## config.mk

```make
export PLATFORM = sky130hd
export DESIGN_NAME = rot_xfer_sched
export DESIGN_NICKNAME = d
export VERILOG_FILES = /design/src/rtl/rot_xfer_sched.sv
export SDC_FILE = /design/constraint.sdc
export NUM_CORES = 1
export LEC_CHECK = 0
export BUFFER_PORTS_ARGS = -buffer_cell sky130_fd_sc_hd__clkbuf_2
export CORE_MARGIN = 2
export CORE_UTILIZATION = 53
export CTS_CLUSTER_DIAMETER = 100
export DETAILED_ROUTE_END_ITERATION = 6
export PLACE_DENSITY = 0.78
export SLEW_MARGIN = 10
export SYNTH_ARGS = -nofsm -noshare
export SYNTH_HDL_FRONTEND = slang
export SYNTH_SLANG_ARGS = --single-unit
```

## constraint.sdc

```tcl
create_clock -name I_XS_HCLK -period 5.7 [get_ports I_XS_HCLK]
set_clock_uncertainty 0.15 [all_clocks]
set_input_delay 0.57 -clock I_XS_HCLK [delete_from_list [all_inputs] [get_ports I_XS_HCLK]]
set_output_delay 0.57 -clock I_XS_HCLK [all_outputs]
set_load 0.005 [all_outputs]
```

## src/rtl/rot_xfer_sched.sv

```systemverilog
// Transfer scheduler for the rotation engine: splits an HxW word image into per-row DMA bursts.
// Optional busy-cycle counter is built when ROT_XS_PERF_EN is defined.
module rot_xfer_sched #(
    parameter int MAX_BURST = 16,
    parameter int DIM_W     = 16
) (
    input  logic             I_XS_HCLK,
    input  logic             I_XS_HRESET_N,
    input  logic             I_XS_RESET,
    input  logic             I_XS_START,
    input  logic [31:0]      I_XS_SRC_IMG,
    input  logic [31:0]      I_XS_DST_IMG,
    input  logic [DIM_W-1:0] I_XS_HEIGHT,
    input  logic [DIM_W-1:0] I_XS_WIDTH,
    input  logic             I_XS_INTR_MASK,
    input  logic             I_XS_INTR_CLEAR,
    output logic             O_XS_REQ,
    input  logic             I_XS_ACK,
    input  logic             I_XS_XFER_DONE,
    output logic [31:0]      O_XS_ADDR,
    output logic [4:0]       O_XS_COUNT,
    output logic             O_XS_WRITE,
    output logic             O_XS_PROC,
    input  logic             I_XS_PROC_DONE,
    output logic             O_XS_BUSY,
    output logic             O_XS_ERR,
    output logic             O_XS_INTR_DONE,
    output logic [31:0]      O_XS_CYCLES
);

    typedef enum logic [3:0] {
        S_IDLE, S_RD_REQ, S_RD_WAIT, S_PROC, S_PROC_WAIT,
        S_WR_REQ, S_WR_WAIT, S_NEXT, S_DONE
    } state_e;

    state_e           state_q;
    logic [31:0]      src_ptr_q, dst_ptr_q, addr_q;
    logic [DIM_W-1:0] row_q, col_q, h_q, w_q;
    logic [4:0]       count_q;
    logic             req_q, write_q, proc_q, pend_q, err_q;

    logic [31:0]      src_ptr_d, dst_ptr_d, step;
    logic [DIM_W-1:0] col_sum, row_inc, col_d, row_d;
    logic             row_wrap, last_chunk;

    function automatic logic [4:0] burst_len(input logic [DIM_W-1:0] remaining);
        if (remaining >= DIM_W'(MAX_BURST))
            return 5'(MAX_BURST);
        else
            return remaining[4:0];
    endfunction

    // Pointer/row/column advance applied when leaving NEXT.
    assign step       = {25'd0, count_q, 2'b00};
    assign src_ptr_d  = src_ptr_q + step;
    assign dst_ptr_d  = dst_ptr_q + step;
    assign col_sum    = col_q + DIM_W'(count_q);
    assign row_inc    = row_q + DIM_W'(1);
    assign row_wrap   = (col_sum == w_q);
    assign col_d      = row_wrap ? '0 : col_sum;
    assign row_d      = row_wrap ? row_inc : row_q;
    assign last_chunk = row_wrap && (row_inc == h_q);

    // NOTE: all state below uses non-blocking assignments so every register samples pre-edge values.
    always_ff @(posedge I_XS_HCLK or negedge I_XS_HRESET_N) begin
        if (!I_XS_HRESET_N) begin
            state_q   <= S_IDLE;
            src_ptr_q <= '0;
            dst_ptr_q <= '0;
            addr_q    <= '0;
            row_q     <= '0;
            col_q     <= '0;
            h_q       <= '0;
            w_q       <= '0;
            count_q   <= '0;
            req_q     <= 1'b0;
            write_q   <= 1'b0;
            proc_q    <= 1'b0;
            pend_q    <= 1'b0;
            err_q     <= 1'b0;
        end else if (I_XS_RESET) begin
            state_q   <= S_IDLE;
            src_ptr_q <= '0;
            dst_ptr_q <= '0;
            addr_q    <= '0;
            row_q     <= '0;
            col_q     <= '0;
            h_q       <= '0;
            w_q       <= '0;
            count_q   <= '0;
            req_q     <= 1'b0;
            write_q   <= 1'b0;
            proc_q    <= 1'b0;
            pend_q    <= 1'b0;
            err_q     <= 1'b0;
        end else begin
            proc_q <= 1'b0;
            if (I_XS_INTR_CLEAR)
                pend_q <= 1'b0;
            case (state_q)
                S_IDLE: if (I_XS_START) begin
                    h_q <= I_XS_HEIGHT;
                    w_q <= I_XS_WIDTH;
                    if (I_XS_HEIGHT == '0 || I_XS_WIDTH == '0) begin
                        err_q   <= 1'b1;
                        state_q <= S_DONE;
                    end else begin
                        err_q     <= 1'b0;
                        src_ptr_q <= I_XS_SRC_IMG;
                        dst_ptr_q <= I_XS_DST_IMG;
                        row_q     <= '0;
                        col_q     <= '0;
                        addr_q    <= I_XS_SRC_IMG;
                        write_q   <= 1'b0;
                        count_q   <= burst_len(I_XS_WIDTH);
                        req_q     <= 1'b1;
                        state_q   <= S_RD_REQ;
                    end
                end
                S_RD_REQ: if (I_XS_ACK) begin
                    req_q   <= 1'b0;
                    state_q <= S_RD_WAIT;
                end
                S_RD_WAIT: if (I_XS_XFER_DONE) begin
                    proc_q  <= 1'b1;
                    state_q <= S_PROC;
                end
                S_PROC: state_q <= S_PROC_WAIT;
                S_PROC_WAIT: if (I_XS_PROC_DONE) begin
                    addr_q  <= dst_ptr_q;
                    write_q <= 1'b1;
                    req_q   <= 1'b1;
                    state_q <= S_WR_REQ;
                end
                S_WR_REQ: if (I_XS_ACK) begin
                    req_q   <= 1'b0;
                    state_q <= S_WR_WAIT;
                end
                S_WR_WAIT: if (I_XS_XFER_DONE) state_q <= S_NEXT;
                S_NEXT: begin
                    src_ptr_q <= src_ptr_d;
                    dst_ptr_q <= dst_ptr_d;
                    col_q     <= col_d;
                    row_q     <= row_d;
                    if (last_chunk) begin
                        state_q <= S_DONE;
                    end else begin
                        addr_q  <= src_ptr_d;
                        write_q <= 1'b0;
                        count_q <= burst_len(w_q - col_d);
                        req_q   <= 1'b1;
                        state_q <= S_RD_REQ;
                    end
                end
                S_DONE: begin
                    pend_q  <= 1'b1;   // overrides a coincident clear
                    state_q <= S_IDLE;
                end
                default: state_q <= S_IDLE;
            endcase
        end
    end

    assign O_XS_REQ       = req_q;
    assign O_XS_ADDR      = addr_q;
    assign O_XS_COUNT     = count_q;
    assign O_XS_WRITE     = write_q;
    assign O_XS_PROC      = proc_q;
    assign O_XS_ERR       = err_q;
    assign O_XS_BUSY      = (state_q != S_IDLE) && (state_q != S_DONE);
    assign O_XS_INTR_DONE = pend_q & ~I_XS_INTR_MASK;

`ifdef ROT_XS_PERF_EN
    logic [31:0] cycles_q;

    always_ff @(posedge I_XS_HCLK or negedge I_XS_HRESET_N) begin
        if (!I_XS_HRESET_N)
            cycles_q <= '0;
        else if (I_XS_RESET || (state_q == S_IDLE && I_XS_START))
            cycles_q <= '0;
        else if (O_XS_BUSY && cycles_q != 32'hFFFF_FFFF)
            cycles_q <= cycles_q + 32'd1;
    end

    assign O_XS_CYCLES = cycles_q;
`else
    assign O_XS_CYCLES = '0;
`endif

endmodule

```

Word-level counts from Yosys, hierarchy flattened:

Index checks and enable logic that the tools add are counted.

* flip-flop bits (word level): 174
* input bits: 105
* output and inout port bits: 75
* word-level logic and storage cells: 130

* add/sub/neg operators: 5
* magnitude comparators: 2
* equality and inequality tests: 21
* muxes and demuxes: 65
* bitwise gates (word level): 2
* reductions and logical operators: 21

Operators by type and width (number)
* $mux 32: 9
* $mux 16: 12
* $pmux 32 s2: 2
* $pmux 32 s3: 1
* $add 32x7->32: 2
* $pmux 16 s2: 2
* $mux 4: 9
* $eq 16x16->1: 2
* $ge 16x5->1 const B: 2
* $logic_not 16->1: 2
* $pmux 4 s8: 1
* $mux 5: 6
* $ne 3x3->1 const B: 9
* $mux 1: 20
* $add 16x1->16 const B: 1
* $add 16x5->16: 1
* $eq 4x3->1 const B: 4
* $sub 16x16->16: 1
* $reduce_and 6->1: 2
* $pmux 5 s2: 1
* $eq 4x2->1 const B: 2
* $reduce_and 4->1: 2
* $reduce_bool 4->1: 2
* $reduce_bool 3->1: 2
* other kinds (17): 19

Longest topological paths before layout:

* depth in word-level cells: 9
* gate-level depth with buffers: 25
* mapped depth without buffers: 22

Worst setup path after synthesis:

No wires, ideal clock.

* path type: register to register
* from: register count_q[0], in the netlist O_XS_COUNT[0]
* to: register count_q[2], in the netlist O_XS_COUNT[2]
* setup time: 0.132 ns
* arrival: 5.565 ns
* required time: 5.418 ns
* setup slack: -0.146 ns
* stages on the path, launching flop included: 25
* buffers on the path: 3
* clock period less this slack: 5.846 ns
* cells stage by stage: dfrtp_1 -> ha_1 -> inv_1 -> fa_1 -> and2b_1 -> o211a_1 -> o21ai_1 -> a221oi_1 -> nand2_1 -> or4_1 -> buf_2 -> or2_2 -> clkbuf_1 -> clkbuf_1 -> nand2_1 -> ha_1 -> a21o_1 -> a21oi_1 -> a2111oi_0 -> nor3_1 -> mux2_2 -> nor4_1 -> nor4b_1 -> mux2i_1 -> o31ai_1

* word-level cells in the longest chain between the ends: 9
* elaborated cells on any way between the ends: 12
* classes of those cells: 2 x add/sub; 1 x order compare; 2 x eq/ne; 5 x mux; 2 x reduce/logical

RTL lines
* from (decl): line 39 `logic [4:0] count_q;`
* from (signal assigned): line 115 `count_q <= burst_len(I_XS_WIDTH);`
* from (signal assigned): line 150 `count_q <= burst_len(w_q - col_d);`
* $add 16x5->16 (*): line 57 `assign col_sum = col_q + DIM_W'(count_q);`
* $eq 16x16->1: line 59 `assign row_wrap = (col_sum == w_q);`
* $mux 16: line 60 `assign col_d = row_wrap ? '0 : col_sum;`
* $sub 16x16->16: line 150
* $ge 16x5->1: line 47 `if (remaining >= DIM_W'(MAX_BURST))`
* $mux 5: line 47
* $mux 5: line 145 `if (last_chunk) begin`
* $pmux 5 s2: line 100 `case (state_q)`
* $mux 5: line 81 `end else if (I_XS_RESET) begin`

Mark *: on every way between the ends. The rest lies on a longest branch, timed or not. The select of a mux whose other input is x is not followed.
A chain may end at the register's enable or synchronous reset.

Final worst setup path:

* from: register count_q[0], in the netlist O_XS_COUNT[0]
* to: register count_q[1], in the netlist O_XS_COUNT[1]

The elaborated chain is that of the path after synthesis.

==> results_dict.tcl <==
set metrics [dict create \
    status "complete, no violations" \
    ys_seq_elements 174 \
    drive_above_1_share_pct 21.11 \
    hold_slack_ns 0.2095 \
    fin_nets 1766 \
    grt_pass1_vias 11170 \
    power_mw 4.590 \
    fp.dieH_um 158.4 \
    synth_xor_area_share_pct 6.490 \
    ios 180 \
    cts_tree "done" \
    crit_path_max_incr_delay_ns 0.58 \
    r2r_setup_slack_ns 0.13 \
    post-dp-hpwl_um 27240 \
    cp.depth 25 \
    clockPowerShare_pct 28.1 \
    slew_headroom_pct 30.59 \
    die-area_um2 25070 \
    finalMaxSlewViolations 0 \
    synth_area_um2 12630 \
    drt_wl_total_um 39040 \
    antenna_found_initial 0 \
    ant_nets 0 \
    endpoint_kind "flop" \
    maxUsedRoutingLayer "met4" \
    cp_slowest_cell "or4_4" \
    clock_tree.buffer_depth 2 \
    seq_power_share_pct 35.8 \
    grt_max_degree 89 \
    gr-total-overflow 0 \
    cpLargestDelayFamily "simple AND/OR/NAND/NOR gates" \
    ys_seq_area_share_pct 34.48 \
    drt-wirelength-per-cell_um 19.94 \
    reg2regPathDepth 25 \
    p_leak_nw 6.595 \
    synth_fa_ha_area_share_pct 3.706 \
    drcViolationCount 0 \
    initial_core_util_pct 53.96 \
    hp-class "input pin to flop" \
    synth_top_family_by_area "compound AO/OA/AOI/OAI gates" \
    syn-mean-instance-area_um2 8.463 \
    yosysTopAreaCellShare_pct 34.48 \
    p_int_mw 2.902 \
    nFillCells 2030 \
    period_needed_ns 5.569 \
    synthMuxAreaShare_pct 4.608 \
    synth.largest_area_cell "dfrtp_1" \
    synth_most_common_cell "dfrtp_1" \
    die_x_um 158.4 \
    cp_data_arrival_time_ns 5.73 \
    worstMarginPinSlew_ns 1.037 \
    cts.clk_slew.worst_paths_ns 0.07 \
    dr_wl_met2_um 17510 \
    place_ws_ns -0.05187 \
    htreeDepth 4 \
    io_buffer_count 147 \
    ys.flop_type "dfrtp_1" \
    synth-simple-area-share_pct 20.20 \
    ys_top_cells_by_count "dfrtp_1 (174), nand2_1 (152), nor2_1 (139)" \
    ys_types 80 \
    ys.warnings.count 0 \
    detail_route.first_pass.iterations 6 \
    combPwrFrac_pct 36.1 \
    cts_made_buffers 17 \
    critPathLaunchType "flop" \
    grtUsageTotal_pct 30.62 \
    p_sw_share_pct 36.79 \
    cp-startpoint "O_XS_COUNT[0]" \
    wl_met3_um 3436 \
    cp_max_fo 5 \
    maxCapViolations 0 \
    multi_input_area_um2 7883 \
    gp_congestion 0.9044 \
    core_um2 23400 \
    synth-edff-count 0 \
    synthArstFlopShare_pct 100.0 \
    path_buf_inv 5 \
    power_density_nw_per_um2 312.1 \
    p_switching_mw 1.689 \
    synth_compound_area_share_pct 24.10 \
    cts_sinks 174 \
    max_freq_mhz 179.6 \
    r2r-start "O_XS_COUNT[0]" \
    r2r_end "O_XS_COUNT[1]" \
    setup_viol 0 \
    antenna_cells 0 \
    synthTopCellsByArea "dfrtp_1 (34%), a21oi_1 (4.7%), nand2_1 (4.5%)" \
    grt_first_pass_wirelength_um 60310 \
    endpoint "O_XS_COUNT[1]" \
    synthCells 1492 \
    clockRootBuffer "clkbuf_16" \
    met1Wirelength_um 17140 \
    via_count 12400 \
    via_per_inst 6.334 \
    drt_iter0_drc 1272 \
    worstSetupPathType "flop to flop" \
    ir_drop_uv 210.3 \
    row_count 56 \
    required_ns 5.87 \
    area_delta_synth_final_pct 16.48 \
    hold_viol 0 \
    fin_ws_ns 0.1309 \
    seq_area_um2 4355 \
    clock_latency_ns 0.44 \
    tns_ns 0 \
    period_share_pct 97.70 \
]
-- registers in the layout (all words and copies together), names as in the netlist --
register and flops:
O_XS_REQ 1, w_q 16, dst_ptr_q 32, row_q 16, state_q 4, h_q 16, O_XS_PROC 1, src_ptr_q 32
pend_q 1, O_XS_COUNT 5, O_XS_WRITE 1, col_q 16, O_XS_ADDR 32, O_XS_ERR 1
-- timing repair --
item                                    CTS  global route
pin swaps                                 1            24
resized for setup                         7            43
buffers inserted                          0            12
hold buffers                              1             0
endpoints found under the setup margin    4             5
hold endpoints to repair                 18             0
-- worst min path at each step --
| stage | slack [ns] | start | cells after the start | end |
|---|---|---|---|---|
| CTS | 0.21 | I_XS_DST_IMG[1] | 3 | dst_ptr_q[1] |
| detailed placement | 0.33 | O_XS_ADDR[20] | 1 | O_XS_ADDR[20] |
| floorplan | 0.12 | I_XS_HRESET_N | 0 | O_XS_ADDR[0] |
| global route | 0.22 | I_XS_WIDTH[9] | 2 | w_q[9] |
| global placement | 0.32 | O_XS_ADDR[22] | 1 | O_XS_ADDR[22] |
| finish | 0.21 | I_XS_DST_IMG[1] | 3 | dst_ptr_q[1] |
-- cell families (layout without fill, tap and decap cells) --
group           count (synthesis)  count (layout)
compound gates                453             453
xor+xnor                       84              84
fa+ha+maj                      35              35
buf+inv                       169             285
flops                         174             174
mux                            44              44
other cells                     1              32
simple gates                  532             532
-- worst register-to-register path: stages (launching register included) --
cell and delay, ns:
dfrtp_1 0.42, ha_4 0.17, inv_2 0.05, fa_2 0.21, and2b_2 0.26, buf_4 0.15, o22ai_4 0.14, o21ai_0 0.18
a221oi_2 0.33, nand2_1 0.13, or4_4 0.58, or2_4 0.29, buf_6 0.13, buf_12 0.12, nand2_4 0.06, ha_4 0.19
or3_4 0.41, a21oi_2 0.13, o22a_1 0.12, o31ai_1 0.06, mux2_4 0.28, nor4_4 0.36, nor4b_2 0.09, mux2i_1 0.17
buf_4 0.18, o31ai_2 0.07
-- cell usage in the layout (no fill, tap or decap), drive strengths merged, types with 12 or more instances in the layout --
cell type,synthesis,layout
o21ai,81,81
a22oi,24,24
nand2,152,152
nand4,21,21
nor3,54,54
conb,1,32
inv,35,39
ha,31,31
a21oi,119,119
dfrtp,174,174
a22o,43,43
a221oi,14,14
nor2,139,139
mux2,32,32
a31oi,20,20
nand3,46,46
xor2,28,28
xnor2,50,50
and2,13,13
nor2b,13,13
o31ai,18,18
nor4,21,21
buf,55,72
a211oi,29,29
and3,16,16
o22ai,15,15
mux2i,12,12
clkbuf,79,162
-- metrics by stage --
step                std cells  cell area [um^2]  utilization (%)
global route             1958             14710            62.85
floorplan                1523             12770                -
CTS                      1946             14410            61.58
detailed placement       1913             13730            58.69
global placement         1913             13730            58.69
finish                   1958             14710            62.85
-- layout make-up --
type,instances,share of cell area (%)
multi-input combinational,1180,53.59
sequential,174,29.61
timing repair buffer,218,8.881
clock buffer,17,2.892
tap,319,2.714
clock inverter,15,1.412
inverter,35,0.8932
-- layer usage --
| layer | track usage, % | vias up |
|---|---|---|
| met5 | 0 | - |
| met4 | 9.309 | 0 |
| met3 | 4.409 | 78 |
| met2 | 46.36 | 617 |
| met1 | 45.35 | 6015 |
| li1 | - | 5691 |
-- power by group through the flow --
stage / Sequential, mW / Clock [mW] / Combinational (mW)
final: 1.64 / 1.29 / 1.66
after CTS: 1.64 / 1.30 / 1.57
after detailed placement: 1.66 / 0 / 1.54
after global routing: 1.67 / 1.34 / 1.81
after global placement: 1.65 / 0 / 1.51
after floorplan: 1.58 / 0 / 1.10
No activity file was read; power rests on OpenSTA's default activity.
